$ cat config.mk
export PLATFORM = sky130hd
export DESIGN_NAME = binary_to_bcd_seq
export DESIGN_NICKNAME = d
export VERILOG_FILES = /design/src/rtl/bcd_pkg.sv /design/src/rtl/bcd_digit_adj.sv /design/src/rtl/binary_to_bcd_seq.sv
export SDC_FILE = /design/constraint.sdc
export NUM_CORES = 1
export LEC_CHECK = 0
export CAP_MARGIN = 0
export CORE_MARGIN = 5
export CORE_UTILIZATION = 49
export DETAILED_ROUTE_END_ITERATION = 7
export HOLD_SLACK_MARGIN = 0.12
export PLACE_DENSITY = 0.81
export SLEW_MARGIN = 20
export SYNTH_ARGS = -nofsm -noshare
export SYNTH_HDL_FRONTEND = slang
export SYNTH_SLANG_ARGS = --single-unit
$ cat constraint.sdc
create_clock -name i_Clock -period 1.5 [get_ports i_Clock]
set_input_delay 0.45 -clock i_Clock [delete_from_list [all_inputs] [get_ports i_Clock]]
set_output_delay 0.45 -clock i_Clock [all_outputs]
set_load 0.005 [all_outputs]
$ cat src/rtl/bcd_pkg.sv
// Shared definitions for the sequential binary-to-BCD converter.
// Latency: none (package only).
// Backpressure: not applicable.
package bcd_pkg;

  typedef enum logic [1:0] {
    ST_IDLE  = 2'd0,
    ST_SHIFT = 2'd1,
    ST_ADD3  = 2'd2,
    ST_DONE  = 2'd3
  } state_t;

  localparam int BCD_DIGIT_W    = 4;
  localparam int ADD3_THRESHOLD = 5;
  localparam int BCD_MAX_DIGIT  = 9;

endpackage

$ cat src/rtl/bcd_digit_adj.sv
// One BCD digit correction cell: a digit of 5 or more gets +3 before the next doubling.
// Latency: purely combinational.
// Backpressure: none.
module bcd_digit_adj
  import bcd_pkg::*;
(
  input  logic [BCD_DIGIT_W-1:0] digit_in,
  output logic [BCD_DIGIT_W-1:0] digit_out
);

  // Plain 4-bit add; a corrected digit (<=12) never wraps, so no carry is needed.
  assign digit_out = (digit_in >= BCD_DIGIT_W'(ADD3_THRESHOLD))
                   ? digit_in + BCD_DIGIT_W'(3)
                   : digit_in;

endmodule

$ cat src/rtl/binary_to_bcd_seq.sv
// Multi-cycle double-dabble converter with start/done handshake and overflow saturation.
// Latency: result (o_DV) 2*INPUT_WIDTH-1 edges after the accepting edge; back-to-back capable.
// Backpressure: i_Start is ignored while o_Busy=1; optional o_Blank under `BCD_LZ_BLANK_EN.
module binary_to_bcd_seq
  import bcd_pkg::*;
#(
  parameter int INPUT_WIDTH    = 7,
  parameter int DECIMAL_DIGITS = 2
) (
  input  logic                                i_Clock,
  input  logic                                i_Reset,
  input  logic                                i_Start,
  input  logic [INPUT_WIDTH-1:0]              i_Binary,
  output logic                                o_Busy,
  output logic                                o_DV,
  output logic [DECIMAL_DIGITS*BCD_DIGIT_W-1:0] o_BCD,
  output logic                                o_Overflow
`ifdef BCD_LZ_BLANK_EN
  ,
  output logic [DECIMAL_DIGITS-1:0]           o_Blank
`endif
);

  localparam int BCD_W = DECIMAL_DIGITS * BCD_DIGIT_W;
  localparam int CNT_W = $clog2(INPUT_WIDTH + 1);
  localparam int CAT_W = BCD_W + INPUT_WIDTH;

  state_t             state;
  logic [INPUT_WIDTH-1:0] bin_shift;
  logic [BCD_W-1:0]   bcd_work;
  logic [CNT_W-1:0]   bit_cnt;
  logic               sticky_ovf;

  logic [BCD_W-1:0]   bcd_adj;
  logic [CAT_W-1:0]   cat_shift;
  logic [BCD_W-1:0]   bcd_shifted;
  logic [INPUT_WIDTH-1:0] bin_shifted;
  logic               ovf_next;
  logic [CNT_W-1:0]   cnt_dec;
  logic [BCD_W-1:0]   sat_value;

  // Per-digit +3 correction applied in parallel across the working register.
  for (genvar g = 0; g < DECIMAL_DIGITS; g++) begin : g_adj
    bcd_digit_adj u_adj (
      .digit_in  (bcd_work[g*BCD_DIGIT_W +: BCD_DIGIT_W]),
      .digit_out (bcd_adj [g*BCD_DIGIT_W +: BCD_DIGIT_W])
    );
  end

  // {bcd_work, bin_shift} shifted left by one; the bcd MSB falls off into the overflow flag.
  assign cat_shift   = {bcd_work[BCD_W-2:0], bin_shift, 1'b0};
  assign bcd_shifted = cat_shift[CAT_W-1:INPUT_WIDTH];
  assign bin_shifted = cat_shift[INPUT_WIDTH-1:0];
  assign ovf_next    = sticky_ovf | bcd_work[BCD_W-1];
  assign cnt_dec     = bit_cnt - CNT_W'(1);
  assign sat_value   = {DECIMAL_DIGITS{BCD_DIGIT_W'(BCD_MAX_DIGIT)}};

`ifdef BCD_LZ_BLANK_EN
  logic [DECIMAL_DIGITS-1:0] blank_calc;
  logic                      higher_zero;

  // Leading-zero mask of the final value; digit 0 is never blanked, saturation blanks nothing.
  always_comb begin
    blank_calc  = '0;
    higher_zero = 1'b1;
    for (int k = DECIMAL_DIGITS - 1; k >= 1; k--) begin
      higher_zero   = higher_zero && (bcd_shifted[k*BCD_DIGIT_W +: BCD_DIGIT_W] == '0);
      blank_calc[k] = higher_zero;
    end
    if (ovf_next) begin
      blank_calc = '0;
    end
  end
`endif

  // Control FSM plus datapath registers; all outputs registered here.
  always_ff @(posedge i_Clock) begin
    if (i_Reset) begin
      state      <= ST_IDLE;
      bin_shift  <= '0;
      bcd_work   <= '0;
      bit_cnt    <= '0;
      sticky_ovf <= 1'b0;
      o_Busy     <= 1'b0;
      o_DV       <= 1'b0;
      o_BCD      <= '0;
      o_Overflow <= 1'b0;
`ifdef BCD_LZ_BLANK_EN
      o_Blank    <= '0;
`endif
    end else begin
      o_DV <= 1'b0;
      case (state)
        ST_IDLE, ST_DONE: begin
          if (i_Start) begin
            bin_shift  <= i_Binary;
            bcd_work   <= '0;
            sticky_ovf <= 1'b0;
            bit_cnt    <= CNT_W'(INPUT_WIDTH);
            state      <= ST_SHIFT;
            o_Busy     <= 1'b1;
          end else begin
            state      <= ST_IDLE;
            o_Busy     <= 1'b0;
          end
        end
        ST_SHIFT: begin
          bcd_work   <= bcd_shifted;
          bin_shift  <= bin_shifted;
          sticky_ovf <= ovf_next;
          bit_cnt    <= cnt_dec;
          if (cnt_dec == '0) begin
            state      <= ST_DONE;
            o_Busy     <= 1'b0;
            o_DV       <= 1'b1;
            o_BCD      <= ovf_next ? sat_value : bcd_shifted;
            o_Overflow <= ovf_next;
`ifdef BCD_LZ_BLANK_EN
            o_Blank    <= blank_calc;
`endif
          end else begin
            state      <= ST_ADD3;
          end
        end
        ST_ADD3: begin
          bcd_work <= bcd_adj;
          state    <= ST_SHIFT;
        end
        default: begin
          state  <= ST_IDLE;
          o_Busy <= 1'b0;
        end
      endcase
    end
  end

endmodule

=== After elaboration in Yosys (flattened, before gate mapping) ===
Cells that the tools add are included.

* Add/sub/neg operators: 3
* Order comparisons: 2
* Equality and inequality tests: 7
* Mux-type cells: 18
* Bitwise logic cells: 2
* Reduce and logical (&&, ||, !) cells: 10

{| class="wikitable"
|+ Operator list
! kind !! number
|-
| $pmux 8 s3 || 1
|-
| $mux 8 || 2
|-
| $pmux 7 s2 || 1
|-
| $reduce_and 2->1 || 5
|-
| $add 4x2->4 const B || 2
|-
| $ge 4x3->1 const B || 2
|-
| $mux 4 || 2
|-
| $mux 7 || 1
|-
| $mux 1 || 6
|-
| $pmux 2 s3 || 1
|-
| $pmux 3 s2 || 1
|-
| $eq 2x2->1 const B || 2
|-
| $ne 2x1->1 const B || 2
|-
| $ne 2x2->1 const B || 2
|-
| $pmux 1 s2 || 2
|-
| $reduce_or 2->1 || 2
|-
| $logic_not 3->1 || 1
|-
| $mux 3 || 1
|-
| $sub 3x1->3 const B || 1
|-
| $eq 2x1->1 const B || 1
|-
| $logic_not 2->1 || 1
|-
| $reduce_bool 2->1 || 1
|-
| $not 1->1 || 1
|-
| $or 1x1->1 || 1
|}

* Flip-flop bits (word level): 32
* Input port bits: 10
* Output and inout port bits: 11

=== Longest topological paths before layout ===
Gate-level depths: netlist (run 1).

* Word-level depth: 4
* Mapped depth: 8

=== Cells and area by module ===
Synthesis (run 1) repeated with hierarchy kept, for this count alone.

* Cell total of the unflattened synthesis: 191
* Area total of the unflattened synthesis: 1649.1 sq um

{| class="wikitable"
|+ By module, submodules not included
! module !! instances !! cells an instance !! area each (sq um) !! seq. area each (sq um)
|-
| binary_to_bcd_seq || 1 || 159 || 1446.4 || 640.6
|-
| bcd_digit_adj || 2 || 16 || 101.3 || 0.0
|}

=== Worst setup path after synthesis (run 1) ===
OpenSTA, ideal clock, no wires.

* Kind: register to register
* Start: reg state[0]
* End: reg bin_shift[3]
* Data arrival time: 1.353 ns
* Data required time: 1.414 ns
* Slack: 0.061 ns
* Cell stages (with the launch flop): 8
* Clock period less this slack: 1.439 ns
* Cells stage by stage: dfxtp_1 -> inv_1 -> ha_1 -> nor2b_2 -> nor2_4 -> buf_6 -> nor2_1 -> a211oi_1

* Cells in the longest elaborated chain, start to end: 4
* Elaborated cells on any way between the ends: 8

{| class="wikitable"
|+ RTL lines
! element !! line !! text
|-
| start, declared || binary_to_bcd_seq.sv:28 || <nowiki>state_t state;</nowiki>
|-
| start signal, assigned || binary_to_bcd_seq.sv:79 || <nowiki>state <= ST_IDLE;</nowiki>
|-
| start signal, assigned || binary_to_bcd_seq.sv:100 || <nowiki>state <= ST_SHIFT;</nowiki>
|-
| start signal, assigned || binary_to_bcd_seq.sv:103 || <nowiki>state <= ST_IDLE;</nowiki>
|-
| $eq 2x2->1 or $logic_not 2->1 (tied branches) || binary_to_bcd_seq.sv:93 || <nowiki>case (state)</nowiki>
|-
| $reduce_or 2->1 || binary_to_bcd_seq.sv:93 ||
|-
| $ne 2x2->1 (no line) or $reduce_bool 2->1 (tied branches) || - ||
|-
| $reduce_and 2->1 (no line) || - ||
|-
| end signal, assigned || binary_to_bcd_seq.sv:96 || <nowiki>bin_shift <= i_Binary;</nowiki>
|-
| end signal, assigned || binary_to_bcd_seq.sv:109 || <nowiki>bin_shift <= bin_shifted;</nowiki>
|-
| end, declared || binary_to_bcd_seq.sv:29 || <nowiki>logic [INPUT_WIDTH-1:0] bin_shift;</nowiki>
|}

Parallel ways exist; a longest one is shown, timed or not.
A chain may end at the register's enable or synchronous reset.

=== Worst setup path in the final report (run 1) ===
* Start: reg bit_cnt[1]
* End: reg o_Busy

* Cells in the longest elaborated chain, start to end: 4

{| class="wikitable"
|+ RTL lines
! element !! line !! text
|-
| start, declared || binary_to_bcd_seq.sv:31 || <nowiki>logic [CNT_W-1:0] bit_cnt;</nowiki>
|-
| start signal, assigned || binary_to_bcd_seq.sv:99 || <nowiki>bit_cnt <= CNT_W'(INPUT_WIDTH);</nowiki>
|-
| start signal, assigned || binary_to_bcd_seq.sv:111 || <nowiki>bit_cnt <= cnt_dec;</nowiki>
|-
| $sub 3x1->3 || binary_to_bcd_seq.sv:55 || <nowiki>assign cnt_dec = bit_cnt - CNT_W'(1);</nowiki>
|-
| $logic_not 3->1 || binary_to_bcd_seq.sv:112 || <nowiki>if (cnt_dec == '0) begin</nowiki>
|-
| $ne 2x2->1 (no line) || - ||
|-
| $reduce_and 2->1 (no line) || - ||
|-
| end signal, assigned || binary_to_bcd_seq.sv:104 || <nowiki>o_Busy <= 1'b0;</nowiki>
|-
| end signal, assigned || binary_to_bcd_seq.sv:114 || <nowiki>o_Busy <= 1'b0;</nowiki>
|-
| end signal, assigned || binary_to_bcd_seq.sv:131 || <nowiki>o_Busy <= 1'b0;</nowiki>
|-
| end, declared || binary_to_bcd_seq.sv:14 || <nowiki>output logic o_Busy,</nowiki>
|}

Every way passes these cells.

==> summary.md, run 1 <==
| Metric | Value |
|---|---|
| Root buffer cell | `clkbuf_4` |
| Layout area overhead | `44.2%` |
| Slew @ Worst Pin | `0.481 ns` |
| Hold path cells | `2` |
| Die outline height | `67.2 um` |
| Hold WC Path Type | `flop to flop` |
| Met2 Wirelength | `2670 um` |
| Fraction of layout cells with a size suffix above 1 | `33.8%` |
| Core area | `3100 sq um` |
| R2r endpoint | `o_Busy$_SDFFE_PP0P_` |
| Post-synthesis sequential area ratio | `39.9%` |
| Clk pwr share | `23.4%` |
| Max-cap violations | `0` |
| Power share of the combinational group | `41.0%` |
| Yosys cell types | `34` |
| CP startpoint kind | `flop` |
| Clock slew at reported path FFs | `0.10 ns` |
| Vias per cell | `5.96` |
| Leak | `0.000908 uW` |
| Num ports | `21` |
| Vias in the first global route | `1515` |
| H-tree lvl count | `2` |
| Die X | `67.2 um` |
| Final hold slack | `0.476 ns` |
| Final hold vios | `0` |
| Peak supply drop | `1.23 mV` |
| Starting Density | `51.7%` |
| Number of remaining DRC errors | `0` |
| Synthesized cell area | `1600 sq um` |
| Top sig layer | `met4` |
| Max Freq | `0.647 GHz` |
| Slew Viols, Final | `0` |
| RD Place Congestion | `0.901` |
| Total Routing Usage GR | `21.3%` |
| Clk_skew | `0.0139 ns` |
| Most frequent cells in the layout | `buf_4, dfxtp_1, nor2_1` |
| Worst Slack Setup Final | `-0.0456 ns` |
| Clock sink count | `32` |
| DR WL/cell | `19.0 um` |
| RSZ-0062 raised after global routing | `true` |
| Failing checks | `setup timing` |
| Largest net degree at the start of global routing | `13` |
| Total congestion overflow | `0` |
| Hold buffers post-CTS | `0` |
| Detailed Route WL | `5160 um` |
| Most common cell after layout, fill and taps aside | `buf_4` |
| Setup crit start | `bit_cnt[1]$_SDFFE_PP0P_` |
| Routed wl met3 | `304 um` |
| Final net count | `246` |
| Flop pwr share | `35.6%` |
| R2r worst-path depth | `8` |
| Slew margin rel. | `67.9%` |
| Clock Latency Late Sink | `0.36 ns` |
| Initial DRC count | `184` |
| Power Dens Cells | `1250 nW/um^2` |
| Sw frac | `34.4%` |
| First-pass GRT wire length | `7150 um` |
| Crit end category | `flop` |
| Initial antenna violation count | `0` |
| Reg-to-reg slack, setup | `-0.05 ns` |
| Synth Instances | `180` |
| Post-route antenna net violation count | `0` |
| Final Setup Violations | `2` |
| IO Port Bufs | `20` |
| Pint | `1900 uW` |
| Final worst path period share | `103%` |
| Flops & latches, synth | `32` |
| Outcome | `finished with violations` |
| CTS tree | `yes` |
| TritonRoute pass-1 iters | `4` |
| Placement Setup Slack | `-0.342 ns` |
| Synthesized Nets | `199` |
| End of the critical path | `o_Busy$_SDFFE_PP0P_` |
| CP Data Arrival Time | `1.79 ns` |
| M1 wire length | `2010 um` |
| Crit path time final | `1.55 ns` |
| Clock Path Buffers | `2` |
| DP HPWL | `2930 um` |
| Avg Inst Size Synth | `8.91 sq um` |
| Final instance area | `2310 sq um` |
| WS Path Type | `flop to flop` |
| Worst Path Max Fanout | `7` |
| # rows | `20` |
| Core Util, Final | `74.6%` |
| Synth Warn # | `0` |
| Via count | `1621` |
| Req. time, crit path | `1.75 ns` |
| Area after DPL | `1970 sq um` |
| CTS buffer count | `5` |
| Diodes inserted | `0` |
| Die area | `4520 sq um` |
| Reg2reg start | `bit_cnt[1]$_SDFFE_PP0P_` |
| Switching pwr | `995 uW` |
cell usage after synthesis:
| library cell | number | area [sq um] |
|---|---|---|
| nor3_1 | 8 | 40.0 |
| buf_4 | 2 | 15.0 |
| buf_6 | 2 | 22.5 |
| nand2b_1 | 4 | 25.0 |
| clkbuf_1 | 4 | 15.0 |
| o2bb2ai_1 | 4 | 35.0 |
| a21oi_1 | 11 | 55.1 |
| a22oi_1 | 4 | 30.0 |
| o21ai_0 | 5 | 25.0 |
| a222oi_1 | 2 | 20.0 |
| nor4_1 | 6 | 37.5 |
| mux2i_1 | 7 | 70.1 |
| inv_1 | 9 | 33.8 |
| dfxtp_1 | 32 | 641 |
| nand2_1 | 8 | 30.0 |
| o211ai_1 | 2 | 15.0 |
| a32oi_1 | 1 | 8.76 |
| a311oi_1 | 2 | 17.5 |
| nand3b_1 | 1 | 7.51 |
| nor3b_1 | 2 | 15.0 |
| a41o_2 | 1 | 11.3 |
| nor2_4 | 1 | 11.3 |
| nor2b_2 | 1 | 8.76 |
| nand3_2 | 1 | 10.0 |
| buf_2 | 5 | 25.0 |
| a211oi_1 | 10 | 75.1 |
| a211o_1 | 2 | 17.5 |
| and3_2 | 1 | 7.51 |
| nor2b_1 | 5 | 31.3 |
| xnor2_1 | 3 | 26.3 |
| nand3_1 | 4 | 20.0 |
| a2bb2oi_1 | 2 | 17.5 |
| nor2_1 | 19 | 71.3 |
| ha_1 | 9 | 113 |
cell type report:
| cell class | count | area, sq um |
|---|---|---|
| multi-input cells | 126 | 1010 |
| fillers | 190 | 790 |
| flip-flops and latches | 32 | 656 |
| repair buffers | 53 | 484 |
| well taps | 44 | 55.1 |
| clock buffers | 6 | 41.3 |
| inverters | 9 | 36.3 |
| clock inverters | 2 | 35.0 |
power by group through the flow:
stage | Sequential (uW) | Combinational [uW] | Clock (uW)
after CTS | 1010 | 873 | 667
final | 1030 | 1180 | 676
after global routing | 1040 | 1260 | 735
after floorplan | 1020 | 502 | 0
after global placement | 1020 | 734 | 0
after detailed placement | 1020 | 777 | 0
per-stage QoR:
stage	TNS [ns]	power, uW	cells
finish	-0.0646	2890	272
global route	-1.06	3040	272
CTS	0	2550	265
detailed placement	-3.31	1800	254
global placement	-2.11	1750	254
floorplan	0	1520	180
logic make-up after synthesis:
group | count (synthesis) | synth area share [%]
mux | 7 | 4.37
compound gates | 46 | 20.4
simple gates | 61 | 19.7
flops | 32 | 39.9
buf+inv | 22 | 6.94
fa+ha+maj | 9 | 7.02
xor+xnor | 3 | 1.64
sequential cells by signal, summed over array words and instances (netlist names):
signal      count
state           2
bcd_work        8
bit_cnt         3
o_Overflow      1
bin_shift       7
sticky_ovf      1
o_DV            1
o_Busy          1
o_BCD           8
worst min path at each step:
stage / startpoint / end
2_1_floorplan: o_BCD[2]$_SDFFE_PP0P_ / o_BCD[2]$_SDFFE_PP0P_
3_5_place_dp: o_BCD[2]$_SDFFE_PP0P_ / o_BCD[2]$_SDFFE_PP0P_
3_3_place_gp: o_BCD[5]$_SDFFE_PP0P_ / o_BCD[5]$_SDFFE_PP0P_
4_1_cts: o_BCD[2]$_SDFFE_PP0P_ / o_BCD[2]$_SDFFE_PP0P_
5_1_grt: o_BCD[5]$_SDFFE_PP0P_ / o_BCD[5]$_SDFFE_PP0P_
6_report: o_BCD[5]$_SDFFE_PP0P_ / o_BCD[5]$_SDFFE_PP0P_
timing repair:
action | 4_1_cts | 5_1_grt
endpoints found under the setup margin | 34 | 28
resized for setup | 25 | 38
buffers inserted | 3 | 7
pin swaps | 1 | 16
routing by layer:
metal,up-vias,track usage [%]
met3,17,5.82
met4,0,11.6
met1,789,22.9
met5,-,0
met2,70,37.7
li1,745,-
critical path: stages, from the launching register on:
cell	delay, ns
dfxtp_2	0.35
inv_1	0.08
ha_4	0.19
xnor2_2	0.18
buf_4	0.15
nand3_4	0.14
buf_6	0.17
nand3b_1	0.10
a21oi_1	0.09
No activity file was read; power rests on OpenSTA's default activity.
==> run 2, diff against run 1 <==
--- a/config.mk
+++ b/config.mk
@@ -5,7 +5,7 @@
 export SDC_FILE = /design/constraint.sdc
 export NUM_CORES = 1
 export LEC_CHECK = 0
-export CAP_MARGIN = 0
+export CAP_MARGIN = 20
 export CORE_MARGIN = 5
 export CORE_UTILIZATION = 49
 export DETAILED_ROUTE_END_ITERATION = 7
@@ -14,4 +14,5 @@
 export SLEW_MARGIN = 20
 export SYNTH_ARGS = -nofsm -noshare
 export SYNTH_HDL_FRONTEND = slang
+export SYNTH_HIERARCHICAL = 1
 export SYNTH_SLANG_ARGS = --single-unit
==> run 2 against run 1 <==
  * The run now ends clean
  * Synthesized area rose by 2.8%
  * Non-clock buffer count fell by 9
  * Critical path depth rose by 1
  * Clock power fell by 23%
  * Cell count rose by 2.6%
  * Global-route usage fell by 3.0 points
  * Sequential share of layout area rose by 1.1 points
  * Via count fell by 7.5%
  * Register-to-register slack improved by 0.06 ns
  * Worst setup slack improved by 0.056 ns
  * Fmax rose by 3.8%
  * Highest routed layer unchanged
==> summary.md, run 2 <==
| Metric | Value |
|---|---|
| Outcome | `complete, no violations` |
| Final Setup Violations | `0 (-2)` |
| Vias per cell | `5.37 (-9.8%)` |
| R2r worst-path depth | `9 (+1)` |
| Post-synth ARST share | `0% (unchanged)` |
| Yosys cell types | `32 (-5.9%)` |
| CP max stage delay | `0.36 ns (about the same)` |
| Hold WC Path Type | `flop to flop` |
| Worst Path Max Fanout | `3 (-4)` |
| Hold path cells | `2 (unchanged)` |
| Power Dens Cells | `991 nW/um^2 (-21%)` |
| Flops & latches, synth | `32 (unchanged)` |
| Reg-to-reg slack, setup | `0.01 ns (+0.06 ns)` |
| CTS buffer count | `5 (unchanged)` |
| H-tree lvl count | `2 (unchanged)` |
| Max Freq | `0.672 GHz (+3.8%)` |
| Req. time, crit path | `1.77 ns (+0.02 ns)` |
| Die X | `68.0 um (+1.2%)` |
| Synthesized Nets | `209 (+5.0%)` |
| Reg2reg start | `bcd_work[5]$_SDFFE_PP0P_` |
| End of the critical path | `bcd_work[4]$_SDFFE_PP0P_` |
| Synth Instances | `191 (+6.1%)` |
| CTS tree | `yes` |
| # rows | `21 (+5.0%)` |
| Total congestion overflow | `0 (unchanged)` |
| Slew @ Worst Pin | `0.437 ns (-0.0442 ns)` |
| Total Power | `2220 uW (-23%)` |
| Detailed Route WL | `3880 um (-25%)` |
| Ys flop type | `dfxtp_1` |
| Synthesized cell area | `1650 sq um (+2.8%)` |
| Peak supply drop | `0.760 mV (-38%)` |
| Crit path time final | `1.49 ns (-0.0565 ns)` |
| Most frequent cells in the layout | `buf_4, dfxtp_1, a21oi_1` |
| Clock sink count | `32 (unchanged)` |
| Crit-path cells | `inv_4 > ha_4 > nand2b_4 > a21oi_4 > buf_4 > xnor2_1 > a22o_1 > nand2_1 > a21oi_1` |
| Clk_skew | `0.0101 ns (-0.00380 ns)` |
| Most common cell after layout, fill and taps aside | `buf_4` |
| Die outline height | `68.0 um (+1.2%)` |
| Final worst path period share | `99.3% (-3.8 points)` |
| Area after DPL | `1990 sq um (+1.3%)` |
| Num ports | `21 (unchanged)` |
| Slowest stage cell, crit path | `dfxtp_2` |
| Avg Inst Size Synth | `8.63 sq um (-3.1%)` |
| Post-synth top cells | `dfxtp_1, a21oi_1, nand2_1` |
| First-pass GRT wire length | `6370 um (-11%)` |
| Fraction of layout cells with a size suffix above 1 | `30.0% (-3.7 points)` |
| Initial DRC count | `108 (-41%)` |
| Hold buffers post-CTS | `0 (unchanged)` |
| CP startpoint kind | `flop` |
| Diodes inserted | `0 (unchanged)` |
| Root buffer cell | `clkbuf_4` |
| Layout area overhead | `35.7%` |
| Clock slew at reported path FFs | `0.10 ns (about the same)` |
| Via count | `1499 (-7.5%)` |
| Vias in the first global route | `1438 (-5.1%)` |
| R2r endpoint | `bcd_work[4]$_SDFFE_PP0P_` |
| Synth area leaders | `dfxtp_1, a21oi_1, ha_1, a211oi_1, mux2i_1` |
| Core area | `3280 sq um (+5.8%)` |
| Post-synthesis sequential area ratio | `38.8% (-1.1 points)` |
| Crit end category | `flop` |
| Total Routing Usage GR | `18.3% (-3.0 points)` |
| Starting Density | `50.2% (-1.5 points)` |
| Final net count | `250 (+1.6%)` |
| Initial antenna violation count | `0 (unchanged)` |
| Core Util, Final | `68.1% (-6.4 points)` |
| Max-cap violations | `0 (unchanged)` |
| Post-route antenna net violation count | `0 (unchanged)` |
| WS Path Type | `flop to flop` |
| RD Place Congestion | `0.799 (-11%)` |
| Synth area leader | `dfxtp_1` |
| Slew Viols, Final | `0 (unchanged)` |
| DP HPWL | `2610 um (-11%)` |
| Fill cells | `266 (+40%)` |
| Number of remaining DRC errors | `0 (unchanged)` |
| RSZ-0062 raised after global routing | `true` |
| Final instance area | `2240 sq um (-3.3%)` |
| Area fraction of the dominant cell type after synthesis | `38.8% (-1.1 points)` |
| Final hold vios | `0 (unchanged)` |
| Most common cell in the netlist | `dfxtp_1` |
| Clock Latency Late Sink | `0.34 ns (-0.02 ns)` |
| DR WL/cell | `13.9 um (-27%)` |
| Synth Warn # | `6 (+6)` |
| Setup crit start | `bcd_work[5]$_SDFFE_PP0P_` |
| Slew margin rel. | `70.8% (+2.9 points)` |
| CP Data Arrival Time | `1.76 ns (-0.03 ns)` |
| IO Port Bufs | `20 (unchanged)` |
| Die area | `4630 sq um (+2.4%)` |
| TritonRoute pass-1 iters | `4 (unchanged)` |
| Top flop regs | `bcd_work: 8 flops, o_BCD: 8 flops, bin_shift: 7 flops` |
| Largest net degree at the start of global routing | `14 (+1)` |
| Number of synthesized flops with an enable pin | `0 (unchanged)` |
| Clock Path Buffers | `2 (unchanged)` |
| Leak | `0.000882 uW (-2.8%)` |
-- run 2: cell types whose count changed in the layout (fill, tap and decap cells not counted), moves of 4 or more --
cell,change
a211oi_1,+4
ha_1,-4
a22o_1,+8
nand2_1,+10
buf_6,-8
nand3_1,-4
nand4_1,+4
nand3b_1,+8
a22oi_1,-4
o2bb2ai_1,-4
nor2_1,-7
a21oi_1,+10
-- run 2: how the worst min path moves through the flow --
stage                                      from               endpoint
final                     o_BCD[5]$_SDFFE_PP0P_  o_BCD[5]$_SDFFE_PP0P_
after global routing      o_BCD[5]$_SDFFE_PP0P_  o_BCD[5]$_SDFFE_PP0P_
after CTS                 o_BCD[5]$_SDFFE_PP0P_  o_BCD[5]$_SDFFE_PP0P_
after detailed placement  o_BCD[5]$_SDFFE_PP0P_  o_BCD[5]$_SDFFE_PP0P_
after global placement    o_BCD[1]$_SDFFE_PP0P_  o_BCD[1]$_SDFFE_PP0P_
after floorplan           o_BCD[2]$_SDFFE_PP0P_  o_BCD[2]$_SDFFE_PP0P_
-- run 2: worst max-delay path: cells and delay by family (launching register included) --
| kind | cells | cell delay [ns] |
|---|---|---|
| compound gates | 3 | 0.41 |
| flops | 1 | 0.36 |
| simple gates | 2 | 0.20 |
| buf+inv | 2 | 0.18 |
| fa+ha+maj | 1 | 0.15 |
| xor+xnor | 1 | 0.12 |
-- run 2: repair_timing --
action	CTS	global route
pin swaps	2	8
resized for setup	23	27
gates cloned	1	0
hold endpoints to repair	0	0
buffers inserted	3	3
setup endpoints to repair	14	24
-- run 2: logic make-up (layout without fill, tap and decap cells) --
group	after synthesis	count (layout)	share of synthesized area (%)
simple gates	59	59	18.1
compound gates	56	56	22.5
flops	32	32	38.8
buf+inv	23	64	5.69
mux	9	10	5.77
fa+ha+maj	8	8	6.07
xor+xnor	4	4	3.04
-- run 2: cell type report --
class	instances	area [sq um]	area share, %
tap	46	57.6	2.57
sequential	32	658	29.4
inverter	12	53.8	2.40
clock inverter	2	10.0	0.447
multi-input combinational	137	1040	46.5
clock buffer	6	51.3	2.29
timing repair buffer	44	367	16.4
-- run 2: metrics by stage --
step / setup WS [ns] / TNS, ns / hold WS, ns / std cells
after floorplan: 0.0279 / 0 / 0.466 / 191
after global placement: -0.148 / -0.523 / 0.460 / 264
after detailed placement: -0.178 / -0.914 / 0.467 / 264
after CTS: 0.00350 / 0 / 0.477 / 276
after global routing: -0.0807 / -0.201 / 0.505 / 279
final: 0.0108 / 0 / 0.474 / 279
-- run 2: power by group --
group / switching [uW] / total, uW / leakage, uW / internal, uW
clock: 295 / 518 / 0.0000380 / 223
combinational: 380 / 721 / 0.000577 / 341
sequential: 51.5 / 979 / 0.000267 / 928
total: 726 / 2220 / 0.000882 / 1490
-- run 2: routing by layer --
| layer | GRT usage, % | routed length [um] | share of wire (%) |
|---|---|---|---|
| met1 | 20.9 | 1620 | 42 |
| met4 | 8.44 | 87 | 2.2 |
| met5 | 0 | 0 | 0 |
| met2 | 32.1 | 2010 | 52 |
| met3 | 4.27 | 162 | 4.2 |
==> run 3, diff against run 2 <==
--- a/config.mk
+++ b/config.mk
@@ -11,6 +11,7 @@
 export DETAILED_ROUTE_END_ITERATION = 7
 export HOLD_SLACK_MARGIN = 0.12
 export PLACE_DENSITY = 0.81
+export RECOVER_POWER = 100
 export SLEW_MARGIN = 20
 export SYNTH_ARGS = -nofsm -noshare
 export SYNTH_HDL_FRONTEND = slang
==> run 3 against run 2 <==
  * Combinational power shrank 2%
  * Total power shrank 0.87%
  * Clock power is essentially flat
  * First-iteration DRC count shrank 27%
  * Critical path type unchanged
==> summary.md, run 3 (synthesized netlist as in run 2, its figures left out) <==
| Metric | Value |
|---|---|
| H-tree lvl count | `2 (unchanged)` |
| Top flop regs | `bcd_work: 8 flops, o_BCD: 8 flops, bin_shift: 7 flops` |
| Clock Path Buffers | `2 (unchanged)` |
| Final worst path period share | `99.0% (-0.30 points)` |
| Total congestion overflow | `0 (unchanged)` |
| Initial DRC count | `79 (-27%)` |
| IO Port Bufs | `20 (unchanged)` |
| CTS tree | `yes` |
| Total Routing Usage GR | `18.3% (unchanged)` |
| Detailed Route WL | `3890 um (+0.41%)` |
| Starting Density | `50.2% (unchanged)` |
| Peak supply drop | `0.767 mV (+1.0%)` |
| Slew Viols, Final | `0 (unchanged)` |
| Layout area overhead | `34.7%` |
| First-pass GRT wire length | `6370 um (unchanged)` |
| Crit end category | `flop` |
| Die X | `68.0 um (unchanged)` |
| Hold path cells | `2 (unchanged)` |
| Clock Latency Late Sink | `0.34 ns (about the same)` |
| WS Path Type | `flop to flop` |
| Worst Slack Setup Final | `0.0153 ns (+0.00445 ns)` |
| Leak | `0.000877 uW (-0.52%)` |
| Final net count | `250 (unchanged)` |
| Req. time, crit path | `1.77 ns (about the same)` |
| Power Dens Cells | `990 nW/um^2 (-0.14%)` |
| Core area | `3280 sq um (unchanged)` |
| Reg-to-reg slack, setup | `0.02 ns (about the same)` |
| RD Place Congestion | `0.799 (unchanged)` |
| Slew @ Worst Pin | `0.440 ns (+0.00290 ns)` |
| Die outline height | `68.0 um (unchanged)` |
| Hold WC Path Type | `flop to flop` |
| Vias in the first global route | `1438 (unchanged)` |
| Most common cell after layout, fill and taps aside | `dfxtp_1` |
| Final instance area | `2220 sq um (-0.73%)` |
| Area after DPL | `1990 sq um (unchanged)` |
| Final hold slack | `0.476 ns (+0.00163 ns)` |
| Most frequent cells in the layout | `dfxtp_1, buf_4, a21oi_1` |
| Worst Path Max Fanout | `3 (unchanged)` |
| Placement Setup Slack | `-0.178 ns (unchanged)` |
| RSZ-0062 raised after global routing | `true` |
| DR WL/cell | `13.9 um (about the same)` |
| Vias per cell | `5.36 (-0.16%)` |
| Die area | `4630 sq um (unchanged)` |
| Max-cap violations | `0 (unchanged)` |
| Slew margin rel. | `70.6% (-0.19 points)` |
| DP HPWL | `2610 um (unchanged)` |
| # rows | `21 (unchanged)` |
| Fraction of layout cells with a size suffix above 1 | `26.2% (-3.9 points)` |
| Number of remaining DRC errors | `0 (unchanged)` |
| Final Setup Violations | `0 (unchanged)` |
| Clk_skew | `0.0106 ns (+0.000419 ns)` |
| Initial antenna violation count | `0 (unchanged)` |
| Fill cells | `267 (+0.38%)` |
| TritonRoute pass-1 iters | `4 (unchanged)` |
| Largest net degree at the start of global routing | `14 (unchanged)` |
| CP startpoint kind | `flop` |
| Clock sink count | `32 (unchanged)` |
| Post-route antenna net violation count | `0 (unchanged)` |
| Via count | `1502 (+0.20%)` |
| Max Freq | `0.674 GHz (+0.30%)` |
| Crit path time final | `1.48 ns (-0.00445 ns)` |
| R2r worst-path depth | `9 (unchanged)` |
| Final hold vios | `0 (unchanged)` |
| Outcome | `complete, no violations` |
| CP Data Arrival Time | `1.76 ns (about the same)` |
| CTS buffer count | `5 (unchanged)` |
| Total Power | `2200 uW (-0.87%)` |
| Clock slew at reported path FFs | `0.10 ns (about the same)` |
| Root buffer cell | `clkbuf_4` |
| Num ports | `21 (unchanged)` |
-- run 3: cell type report --
cell class / count / area [sq um] / share of cell area, %
Clock inverter: 2 / 10.0 / 0.451
Inverter: 12 / 53.8 / 2.42
Timing Repair Buffer: 44 / 364 / 16.4
Antenna cell: 1 / 2.50 / 0.113
Sequential cell: 32 / 649 / 29.2
Clock buffer: 6 / 51.3 / 2.31
Multi-Input combinational cell: 137 / 1030 / 46.5
Tap cell: 46 / 57.6 / 2.59
-- run 3: final timing paths --
path,from,end
min,o_BCD[5]$_SDFFE_PP0P_,o_BCD[5]$_SDFFE_PP0P_
max reg2reg,bcd_work[5]$_SDFFE_PP0P_,bcd_work[4]$_SDFFE_PP0P_
max,bcd_work[5]$_SDFFE_PP0P_,bcd_work[4]$_SDFFE_PP0P_
min reg2reg,o_BCD[5]$_SDFFE_PP0P_,o_BCD[5]$_SDFFE_PP0P_
-- run 3: where the power goes --
part           leakage (uW)  internal [uW]  switching, uW
sequential         0.000264            926           49.5
combinational      0.000576            327            378
clock             0.0000380            223            295
-- run 3: layer usage --
layer  share of wire, %  global-route usage, %  vias up  wire, um
met2                 52                   32.1       28      2020
met5                  0                      0        -         0
li1                   -                      -      770         -
met1                 42                   20.9      696      1650
met3                4.0                   4.27        8       155
met4                1.6                   8.44        0        63
-- run 3: stage by stage --
stage | instances | utilization [%] | setup TNS [ns]
after global placement | 264 | 60.7 | -0.523
after global routing | 279 | 67.5 | -0.235
after detailed placement | 264 | 60.7 | -0.914
final | 280 | 67.6 | 0
after floorplan | 191 | - | 0
after CTS | 276 | 64.3 | 0
-- run 3: critical path: stages (launching register included) --
cell and delay (ns):
dfxtp_2 0.36, inv_4 0.05, ha_4 0.15, nand2b_4 0.15
a21oi_4 0.17, buf_4 0.13, xnor2_1 0.11, a22o_1 0.14
nand2_1 0.05, a21oi_1 0.10
-- run 3: timing repair --
item                       4_1_cts  5_1_grt
buffers inserted                 3        3
pin swaps                        2        8
cloned                           1        0
resized for setup               23       27
hold buffers                     0        0
setup endpoints to repair       14       24
